===== src/rtl/mux_arbiter.sv =====
// Round-robin arbiter for two requesters sharing a 2:1 mux, with a one-entry registered output stage.
// Define MUX_ARB_LOCK_EN to add lock_a/lock_b, which keep the current grant past the MAX_HOLD cap.
//   state | meaning
//   IDLE  | no grant, no ready asserted
//   GNT_A | A owns the mux (sel=0)
//   GNT_B | B owns the mux (sel=1)
module mux_arbiter #(
  parameter int WIDTH    = 1,
  parameter int MAX_HOLD = 4
) (
  input  logic             clk,
  input  logic             rst_n,
  input  logic             a_valid,
  input  logic [WIDTH-1:0] a_data,
  output logic             a_ready,
  input  logic             b_valid,
  input  logic [WIDTH-1:0] b_data,
  output logic             b_ready,
  output logic             out_valid,
  output logic [WIDTH-1:0] out_data,
  input  logic             out_ready,
  output logic             sel,
  output logic             busy
`ifdef MUX_ARB_LOCK_EN
  ,
  input  logic             lock_a,
  input  logic             lock_b
`endif
);

  localparam int CW = $clog2(MAX_HOLD) + 1;
  localparam logic [CW-1:0] CNT_MAX = CW'(MAX_HOLD);
  localparam logic [CW-1:0] CNT_SW  = CW'(MAX_HOLD - 1);

  localparam logic [1:0] IDLE  = 2'd0;
  localparam logic [1:0] GNT_A = 2'd1;
  localparam logic [1:0] GNT_B = 2'd2;

  logic [1:0]       state_q, state_d;
  logic             sel_q, sel_d;
  logic             last_q, last_d;
  logic [CW-1:0]    cnt_q, cnt_d;
  logic             out_valid_q, out_valid_d;
  logic [WIDTH-1:0] out_data_q, out_data_d;

  logic out_free, xfer_a, xfer_b, cap_hit, hold_a, hold_b, go_a, go_b;

`ifdef MUX_ARB_LOCK_EN
  assign hold_a = lock_a;
  assign hold_b = lock_b;
`else
  assign hold_a = 1'b0;
  assign hold_b = 1'b0;
`endif

  assign out_free  = !out_valid_q | out_ready;
  assign a_ready   = (state_q == GNT_A) & out_free;
  assign b_ready   = (state_q == GNT_B) & out_free;
  assign xfer_a    = a_valid & a_ready;
  assign xfer_b    = b_valid & b_ready;
  assign cap_hit   = (cnt_q >= CNT_SW);
  assign out_valid = out_valid_q;
  assign out_data  = out_data_q;
  assign sel       = sel_q;
  assign busy      = (state_q != IDLE);

  always_comb begin
    state_d = state_q;
    sel_d   = sel_q;
    last_d  = last_q;
    cnt_d   = cnt_q;
    go_a    = 1'b0;
    go_b    = 1'b0;
    if ((xfer_a | xfer_b) && (cnt_q != CNT_MAX)) cnt_d = cnt_q + CW'(1);
    case (state_q)
      // last_q=1 means B was served most recently, so A wins a tie
      IDLE: begin
        if (a_valid && (!b_valid || last_q)) go_a = 1'b1;
        else if (b_valid)                    go_b = 1'b1;
      end
      GNT_A: begin
        if (!a_valid) begin
          if (b_valid) go_b = 1'b1;
          else         state_d = IDLE;
        end else if (xfer_a && cap_hit && b_valid && !hold_a) begin
          go_b = 1'b1;
        end
      end
      GNT_B: begin
        if (!b_valid) begin
          if (a_valid) go_a = 1'b1;
          else         state_d = IDLE;
        end else if (xfer_b && cap_hit && a_valid && !hold_b) begin
          go_a = 1'b1;
        end
      end
      default: state_d = IDLE;
    endcase
    if (go_a) begin
      state_d = GNT_A;
      sel_d   = 1'b0;
      last_d  = 1'b0;
      cnt_d   = '0;
    end else if (go_b) begin
      state_d = GNT_B;
      sel_d   = 1'b1;
      last_d  = 1'b1;
      cnt_d   = '0;
    end
  end

  always_comb begin
    out_valid_d = out_valid_q;
    out_data_d  = out_data_q;
    if (xfer_a) begin
      out_valid_d = 1'b1;
      out_data_d  = a_data;
    end else if (xfer_b) begin
      out_valid_d = 1'b1;
      out_data_d  = b_data;
    end else if (out_ready) begin
      out_valid_d = 1'b0;
    end
  end

  always_ff @(posedge clk or negedge rst_n) begin
    if (!rst_n) begin
      state_q     <= IDLE;
      sel_q       <= 1'b0;
      last_q      <= 1'b1;
      cnt_q       <= '0;
      out_valid_q <= 1'b0;
      out_data_q  <= '0;
    end else begin
      state_q     <= state_d;
      sel_q       <= sel_d;
      last_q      <= last_d;
      cnt_q       <= cnt_d;
      out_valid_q <= out_valid_d;
      out_data_q  <= out_data_d;
    end
  end

endmodule

===== config.mk =====
export PLATFORM = sky130hd
export DESIGN_NAME = mux_arbiter
export DESIGN_NICKNAME = d
export VERILOG_FILES = /design/src/rtl/mux_arbiter.sv
export SDC_FILE = /design/constraint.sdc
export NUM_CORES = 1
export LEC_CHECK = 0
export BUFFER_PORTS_ARGS = -buffer_cell sky130_fd_sc_hd__buf_2
export CAP_MARGIN = 0
export CORE_UTILIZATION = 40
export DETAILED_ROUTE_END_ITERATION = 10
export GPL_TIMING_DRIVEN = 0
export PLACE_DENSITY_LB_ADDON = 0.25
export SLEW_MARGIN = 20
export SYNTH_ARGS = -nofsm -noshare
export SYNTH_HDL_FRONTEND = slang
export SYNTH_SLANG_ARGS = --single-unit

===== constraint.sdc =====
create_clock -name clk -period 2.12 [get_ports clk]
set_input_delay 0.424 -clock clk [delete_from_list [all_inputs] [get_ports clk]]
set_output_delay 0.424 -clock clk [all_outputs]
set_load 0.01 [all_outputs]

* Yosys cells after proc, flatten, opt, wreduce, memory -nomap -nowiden
Index checks and enable logic that the tools add are counted.
Storage, ports and cells: flip-flop bits (word level) 9, bits in latches 0, memory bits (writable) 0, memory bits (read-only) 0, bits of input ports 7, output and inout port bits 6, word-level logic and storage cells 65, memories 0
Operators by class: add/sub/neg operators 1, $mul 0, divide/modulo/power cells 0, $lt $le $gt $ge 1, equality and inequality tests 8, shifts and indexed selects 0, muxes and demuxes 27, bitwise logic cells 6, reductions and logical operators 16
Operators with widths (count):
- 4-bit != test, second input constant | 4
- 1-bit two-way mux | 15
- 2-bit two-way mux | 6
- 3-bit two-way mux | 3
- 1-bit logical AND | 6
- 3-bit != test, second input constant | 2
- 2-bit one-hot mux with 3 select lines | 1
- 2-bit nonzero test | 3
- 3-bit nonzero test | 2
- 5-bit AND reduction | 1
- 1-bit bitwise AND | 4
- 1-bit one-hot mux with 2 select lines | 2
- 3-bit by 1-bit adder with 3-bit output, second input constant | 1
- 3-bit by 2-bit greater-or-equal comparator with 1-bit output, second input constant | 1
- 2-bit by 1-bit equality test with 1-bit output, second input constant | 1
- 2-bit equality test, second input constant | 1
- 1-bit zero test | 2
- 2-bit zero test | 1
- 1-bit OR | 2
- 1-bit logical OR | 1

* Logic depth before layout (Yosys ltp)
Gate-level depths: netlist of the first run.
depth in word-level cells 11, depth in mapped cells 7, mapped depth without buffers 6

* Worst setup path after synthesis of the first run
OpenSTA, ideal clock, no wires.
path kind register -> register, start register cnt_q[0], end register state_q[0], setup time 0.090 ns, arrival time 1.754 ns, required time 2.030 ns, setup slack 0.276 ns, cell stages (with the launch flop) 8, path buffers 1, clock period less this slack 1.844 ns, cell sequence dfrtp_1 ha_1 ha_1 a211o_1 a32o_2 and2_4 buf_6 o31ai_4
On the way: cells in the longest elaborated chain, start to end 8, elaborated cells between the ends (all ways) 19, classes of those cells 1 x order compare; 5 x eq/ne; 8 x mux; 5 x reduce/logical
RTL lines:
- from (decl) | line 42 | logic [CW-1:0] cnt_q, cnt_d;
- from (signal assigned) | line 138 | cnt_q <= cnt_d;
- 3-bit by 2-bit greater-or-equal comparator with 1-bit output * | line 61 | assign cap_hit = (cnt_q >= CNT_SW);
- 1-bit logical AND, on equally long branches (2 in series) | line 93, 85
- 1-bit two-way mux, on equally long branches | line 93, 85
- 1-bit two-way mux, on equally long branches | line 90, 82
- 1-bit one-hot mux with 2 select lines | line 75 | case (state_q)
- 4-bit != test (no line) (tied with other cells)
- 5-bit AND reduction (no line) or 2-bit two-way mux (tied branches)
- to (signal assigned) | line 135 | state_q <= state_d;
- to (decl) | line 39 | logic [1:0] state_q, state_d;
Mark *: on every way between the ends. The rest lies on a longest branch, timed or not. A chain may end at the register's enable or synchronous reset.

* Worst setup path after layout of the first run
Same ends and word-level chain as after synthesis.

==> key figures, run 1 <==
Clocking
  • Later-pin clock latency in the skew report: 0.27 ns
  • Post-CTS sizing: 0
  • CTS tree: built
  • Hold buffer count at cts: 1
  • Clk slew on worst S/H paths: 0.07 ns
  • CTS Buf Count: 3
  • Postcts setup bufs: 0
  • # clock sinks: 9
  • H-Tree Depth: 1
  • Maximum buffer depth of the clock tree: 2
  • Clk Tree Root Cell: clkbuf_4

Pwr
  • Total Power: 0.889 mW
  • P_sw: 0.361 mW
  • Flop pwr share: 0.335
  • P_int: 0.528 mW
  • Leakage: 0.327 nW
  • Clock power share: 0.158
  • Switch share: 0.406
  • Cell Pwr Density: 1270 nW/um^2
  • Worst VDD drop: 0.616 mV
  • Combinational share of power: 0.507

Job
  • MaxCap Viol Count: 0

Floorplan
  • Die Y-Extent: 40.3 um
  • Die area: 1620 um^2
  • Placeable Area: 1330 um^2
  • Die W: 40.3 um
  • Initial Utilization: 0.440
  • Boundary pin count: 13
  • Site Rows: 13

Critical path
  • Critical path's most frequent cell: ha_1
  • Crit start category: register
  • Critical-path cell list: ha_1 -> ha_1 -> a211o_1 -> a32o_2 -> and2_4 -> buf_6 -> o31ai_4
  • Worst Setup End Kind: register
  • CP bufs+invs: 1
  • Critical path data arrival time: 2.15 ns
  • Crit-path max FO: 6
  • Delay-heaviest family, CP: compound AO/OA/AOI/OAI gates
  • Worst path slowest cell: dfrtp_1
  • Critical Path RT: 2.30 ns
  • WS Path Type: register to register
  • CP max stage delay: 0.43 ns

Global routing
  • GRT Total Usage: 0.191
  • Global-route wire length before repair: 1920 um
  • Largest net degree at the start of global routing: 11
  • Initial antenna violation count: 0
  • Vias in the first global route: 459
  • Congestion Overflow GR: 0

Final layout
  • Fin area: 702 um^2
  • Area Overhead vs Synth: 19.6%
  • N_diodes: 0
  • Multi-input gate area: 325 um^2
  • Reg area: 226 um^2
  • Fill cell count: 128
  • Fraction of layout cells with a size suffix above 1: 0.370
  • Layout Nets: 84

Timing
  • Max Fclk: 508 MHz
  • Final Max Tran Viols: 0
  • Setup-failing EPs final: 0
  • Worst-margin pin slew: 0.526 ns
  • Worst slew margin: 0.649
  • Setup total negative slack: 0 ns
  • Period utilisation layout: 0.928
  • WHS: 0.437 ns
  • Post-Route Skew: 0.0106 ns
  • RSZ-0062 raised after global routing: no
  • Minimum clock period: 1.97 ns
  • Fin. Hold Viols: 0
  • Setup ws final: 0.152 ns

Drt
  • Antenna-violating nets left: 0
  • Routed WL: 1230 um
  • DR iter-0 viols: 2
  • Detailed Routing Iterations Pass 1: 2
  • WL/cell: 13.9 um
  • Via count: 480
  • Via/cell ratio: 5.45
  • Remaining routing DRC violations: 0

Logic synthesis
  • Post-synthesis sequential area ratio: 0.386
  • Syn Area/Cell: 10.5 um^2
  • Post-synthesis cell type count: 31
  • Most frequent cells after synthesis: dfrtp_1, inv_1, nand2_1
  • Ys async rst share: 1.00
  • Yosys top cell by area: dfrtp_1
  • Most frequent cell after synthesis: dfrtp_1
  • Syn nets: 66
  • Number of enable flip-flop cells after synthesis: 0
  • Synth warn: 0
  • Mapped cell area: 587 um^2
  • Ys flop type: dfrtp_1
  • Syn Inst Count: 56
  • Synth top area cells: dfrtp_1, ha_1, dfstp_2
  • Synth Register Bits: 9
  • Top cell type's share of synthesized area: 0.341

Place
  • Pre-CTS WS: 0.176 ns
  • Post-DP HPWL: 868 um
  • Placed Instance Area: 666 um^2
  • Final estimated routing congestion in global placement: 0.774
  • Port bufs: 12

Min path
  • Worst min path class: input pin to register

Status
  • Status: complete, no violations
## final timing paths
kind | endpoint | slack, ns | cells past startpoint | start
max | state_q[0]$_DFFE_PN0P_ | 0.15 | 7 | cnt_q[0]$_DFFE_PN0P_
min | out_data$_DFFE_PN0P_ | 0.44 | 3 | b_data
max reg2reg | state_q[0]$_DFFE_PN0P_ | 0.15 | 7 | cnt_q[0]$_DFFE_PN0P_
min reg2reg | out_data$_DFFE_PN0P_ | 0.50 | 2 | out_data$_DFFE_PN0P_
max in group asynchronous | last_q$_DFFE_PN1P_ | 1.32 | 2 | rst_n
min in group asynchronous | cnt_q[2]$_DFFE_PN0P_ | 0.53 | 2 | rst_n
## cell type report
class,instances,share of cell area
multi-input cells,40,0.463
plain buffers,2,0.0232
inverters,5,0.0267
flip-flops and latches,9,0.323
well taps,15,0.0267
clock buffers,4,0.0374
repair buffers,13,0.0998
## stage by stage
step / std cells / utilization
after CTS: 88 / 0.526
after global routing: 88 / 0.526
after detailed placement: 83 / 0.499
after floorplan: 56 / -
final: 88 / 0.526
after global placement: 83 / 0.499
## power groups by stage
| stage | clock network (mW) | logic, mW | registers [mW] |
|---|---|---|---|
| final | 0.140 | 0.451 | 0.298 |
| after global routing | 0.152 | 0.500 | 0.306 |
| after CTS | 0.144 | 0.453 | 0.297 |
| after detailed placement | 0 | 0.447 | 0.299 |
| after global placement | 0 | 0.441 | 0.297 |
| after floorplan | 0 | 0.325 | 0.303 |
## kinds of logic after synthesis
group | count (synthesis) | synth area share
muxes | 2 | 0.0341
DFF | 9 | 0.386
buffers and inverters | 7 | 0.0597
AOI/OAI and AO/OA | 14 | 0.239
xor gates and xnor gates | 1 | 0.0149
and+or+nand+nor | 20 | 0.203
adders and majority gates | 3 | 0.0640
## flip-flops by register name (all words and copies together) (netlist names)
signal / flops
cnt_q: 3
state_q: 2
last_q: 1
out_data: 1
out_valid: 1
sel: 1
## tightest hold or removal path, cell delays in order
cell and delay (ns):
buf_2 0.08, mux2i_1 0.05, o21ai_1 0.12
## per-layer routing
metal / up-vias / GRT usage / routed length, um
li1: 235 / - / -
met1: 233 / 0.196 / 582
met2: 8 / 0.327 / 570
met3: 4 / 0.0833 / 51
met4: 0 / 0.100 / 23
met5: - / 0 / 0
## cells in the final DEF, fill, tap and decap left out, drive strengths merged
master	n
nand3	1
a211o	1
nand2	4
nor2	2
and2	1
a21o	1
nand3b	2
a311o	1
xnor2	1
inv	5
a311oi	1
clkbuf	4
o31ai	1
a32o	1
nand2b	2
mux2i	2
ha	3
or2	2
o21a	2
a221oi	1
dfstp	1
dfrtp	8
o41ai	1
nor2b	2
buf	14
o21ai	3
a211oi	1
nor3	4
dlygate4sd3	1
(Power assumes the default switching activity.)
==> run 2, diff against run 1 <==
--- a/config.mk
+++ b/config.mk
@@ -7,8 +7,9 @@
 export LEC_CHECK = 0
 export BUFFER_PORTS_ARGS = -buffer_cell sky130_fd_sc_hd__buf_2
 export CAP_MARGIN = 0
-export CORE_UTILIZATION = 40
+export CORE_AREA = 2 2 39 41
 export DETAILED_ROUTE_END_ITERATION = 10
+export DIE_AREA = 0 0 41 43
 export GPL_TIMING_DRIVEN = 0
 export PLACE_DENSITY_LB_ADDON = 0.25
 export SLEW_MARGIN = 20
==> run 2 against run 1 <==
Against the previous run:
- wire length is 13% lower
- global-route usage is 3.1 points lower
- flip-flop and latch count stayed put
- register-to-register slack better by 0.02 ns
- total power is 1.8% lower
- setup slack better by 0.024 ns
- first-iteration DRC count grew to 8.5 times the previous value
- clock power is 6% lower
- critical path depth stayed put
- worst hold slack worse by 0.44 ns
- fmax is 1.2% higher
==> key figures, run 2 (synthesis results as in run 1) <==
Place
  • Placed Instance Area: 667 um^2 (+0.19%)
  • Pre-CTS WS: 0.176 ns (+0.000352 ns)
  • Placed Cells: 84 (+1.2%)
  • Post-DP HPWL: 862 um (-0.67%)
  • Final estimated routing congestion in global placement: 0.745 (-3.7%)
  • Port bufs: 12 (unchanged)

Critical path
  • Register-to-Register Path Depth: 7 (unchanged)
  • Worst path slowest cell: dfrtp_1
  • Crit start category: register
  • Crit-path max FO: 6 (unchanged)
  • Critical path data arrival time: 2.12 ns (-0.03 ns)
  • Worst Setup End Kind: register
  • CP startpoint: cnt_q[0]$_DFFE_PN0P_
  • Delay-heaviest family, CP: compound AO/OA/AOI/OAI gates
  • Critical Path RT: 2.30 ns (about the same)
  • Worst path depth: 7 (unchanged)
  • CP max stage delay: 0.42 ns (about the same)
  • RR Endpoint: state_q[0]$_DFFE_PN0P_
  • R2r setup slk: 0.18 ns (+0.02 ns)
  • Critical-path cell list: ha_1 -> ha_1 -> a211o_1 -> a32o_2 -> and2_4 -> buf_6 -> o31ai_4
  • CP bufs+invs: 1 (unchanged)
  • Crit Reg-Reg Startpoint: cnt_q[0]$_DFFE_PN0P_
  • WS Path Type: register to register
  • Worst setup path endpoint: state_q[0]$_DFFE_PN0P_
  • Critical path's most frequent cell: ha_1

Timing
  • Setup-failing EPs final: 0 (unchanged)
  • Final Max Tran Viols: 0 (unchanged)
  • Max Fclk: 514 MHz (+1.2%)
  • Period utilisation layout: 0.917 (-0.0112)
  • RSZ-0062 raised after global routing: no
  • Setup total negative slack: 0 ns (unchanged)
  • Setup ws final: 0.176 ns (+0.0237 ns)
  • Post-Route Skew: 0.00244 ns (-0.00817 ns)
  • Fin. Hold Viols: 0 (unchanged)
  • Minimum clock period: 1.94 ns (-0.0237 ns)
  • Worst slew margin: 0.695 (+0.0461)
  • WHS: 0.00106 ns (-0.436 ns)
  • Worst-margin pin slew: 0.457 ns (-0.0692 ns)

Final layout
  • Largest regs: cnt_q: 3 flops, state_q: 2 flops
  • Multi-input gate area: 325 um^2 (unchanged)
  • Most frequent cells in the layout: buf_2, dfrtp_1, inv_1, nand2_1
  • Max reg flops: 3 (unchanged)
  • Final Util: 0.501 (-0.0254)
  • Area Overhead vs Synth: 18.1%
  • Layout Nets: 83 (-1.2%)
  • Largest reg by FF count: cnt_q
  • Fin area: 693 um^2 (-1.2%)
  • Fill cell count: 145 (+13%)
  • Layout Cells excl Fill: 88 (unchanged)
  • Commonest non-fill, non-tap cell in the layout: buf_2
  • N_diodes: 0 (unchanged)
  • Reg area: 226 um^2 (unchanged)
  • Fraction of layout cells with a size suffix above 1: 0.375 (+0.00514)

Job
  • MaxCap Viol Count: 0 (unchanged)

Clocking
  • Later-pin clock latency in the skew report: 0.26 ns (about the same)
  • Clk Tree Root Cell: clkbuf_4
  • Clk slew on worst S/H paths: 0.06 ns (about the same)
  • CTS Buf Count: 3 (unchanged)
  • CTS tree: built
  • Hold buffer count at cts: 0 (-1)
  • Maximum buffer depth of the clock tree: 2 (unchanged)
  • Postcts setup bufs: 0 (unchanged)
  • H-Tree Depth: 1 (unchanged)
  • # clock sinks: 9 (unchanged)
  • Post-CTS sizing: 0 (unchanged)

Drt
  • Met3 routed WL: 45 um (-12%)
  • Antenna-violating nets left: 0 (unchanged)
  • Top layer in use: met4
  • Remaining routing DRC violations: 0 (unchanged)
  • Via/cell ratio: 5.47 (+0.21%)
  • Via count: 481 (+0.21%)
  • Detailed Routing Iterations Pass 1: 4 (+2)
  • DR WL met2: 531 um (-6.8%)
  • WL/cell: 12.1 um (-13%)
  • DR iter-0 viols: 17 (+15)
  • Routed WL: 1060 um (-13%)
  • Wl on met1: 465 um (-20%)

Global routing
  • GRT Total Usage: 0.160 (-0.0310)
  • Initial antenna violation count: 0 (unchanged)
  • Largest net degree at the start of global routing: 11 (unchanged)
  • Congestion Overflow GR: 0 (unchanged)
  • Vias in the first global route: 470 (+2.4%)
  • Global-route wire length before repair: 1890 um (-1.5%)

Floorplan
  • Boundary pin count: 13 (unchanged)
  • Die W: 41 um (+1.7%)
  • Die Y-Extent: 43 um (+6.7%)
  • Placeable Area: 1380 um^2 (+3.8%)
  • Die area: 1760 um^2 (+8.6%)
  • Site Rows: 14 (+1)
  • Initial Utilization: 0.424 (-0.0159)

Pwr
  • Leakage: 0.323 nW (-1.3%)
  • Total Power: 0.872 mW (-1.8%)
  • Worst VDD drop: 0.531 mV (-14%)
  • Cell Pwr Density: 1260 nW/um^2 (-0.61%)

Status
  • Status: complete, no violations

Min path
  • Worst min path class: input pin to asynchronous set/reset pin
==> run 2: final cells by class <==
cell class | instances | area share
Buffer | 2 | 0.0235
Sequential cell | 9 | 0.327
Clock buffer | 4 | 0.0379
Timing Repair Buffer | 12 | 0.0866
Multi-Input combinational cell | 40 | 0.469
Inverter | 5 | 0.0271
Tap cell | 16 | 0.0289
==> run 2: layer usage <==
layer | up-vias | track usage
li1 | 234 | -
met5 | - | 0
met1 | 231 | 0.216
met3 | 4 | 0.0471
met2 | 12 | 0.225
met4 | 0 | 0.0800
==> run 2: where the power goes <==
part	leakage [nW]	switching [mW]	internal (mW)
sequential	0.114	0.0497	0.246
combinational	0.195	0.237	0.208
clock	0.0150	0.0589	0.0725
total	0.323	0.345	0.527
==> run 2: worst min-delay path by stage <==
stage / startpoint / end / slack [ns]
after floorplan: rst_n / cnt_q[0]$_DFFE_PN0P_ / 0.13
after global placement: rst_n / out_valid$_DFFE_PN0P_ / 0.29
after detailed placement: rst_n / out_valid$_DFFE_PN0P_ / 0.29
after CTS: rst_n / out_valid$_DFFE_PN0P_ / 0.01
after global routing: rst_n / cnt_q[1]$_DFFE_PN0P_ / 0.01
final: rst_n / out_valid$_DFFE_PN0P_ / 0.001
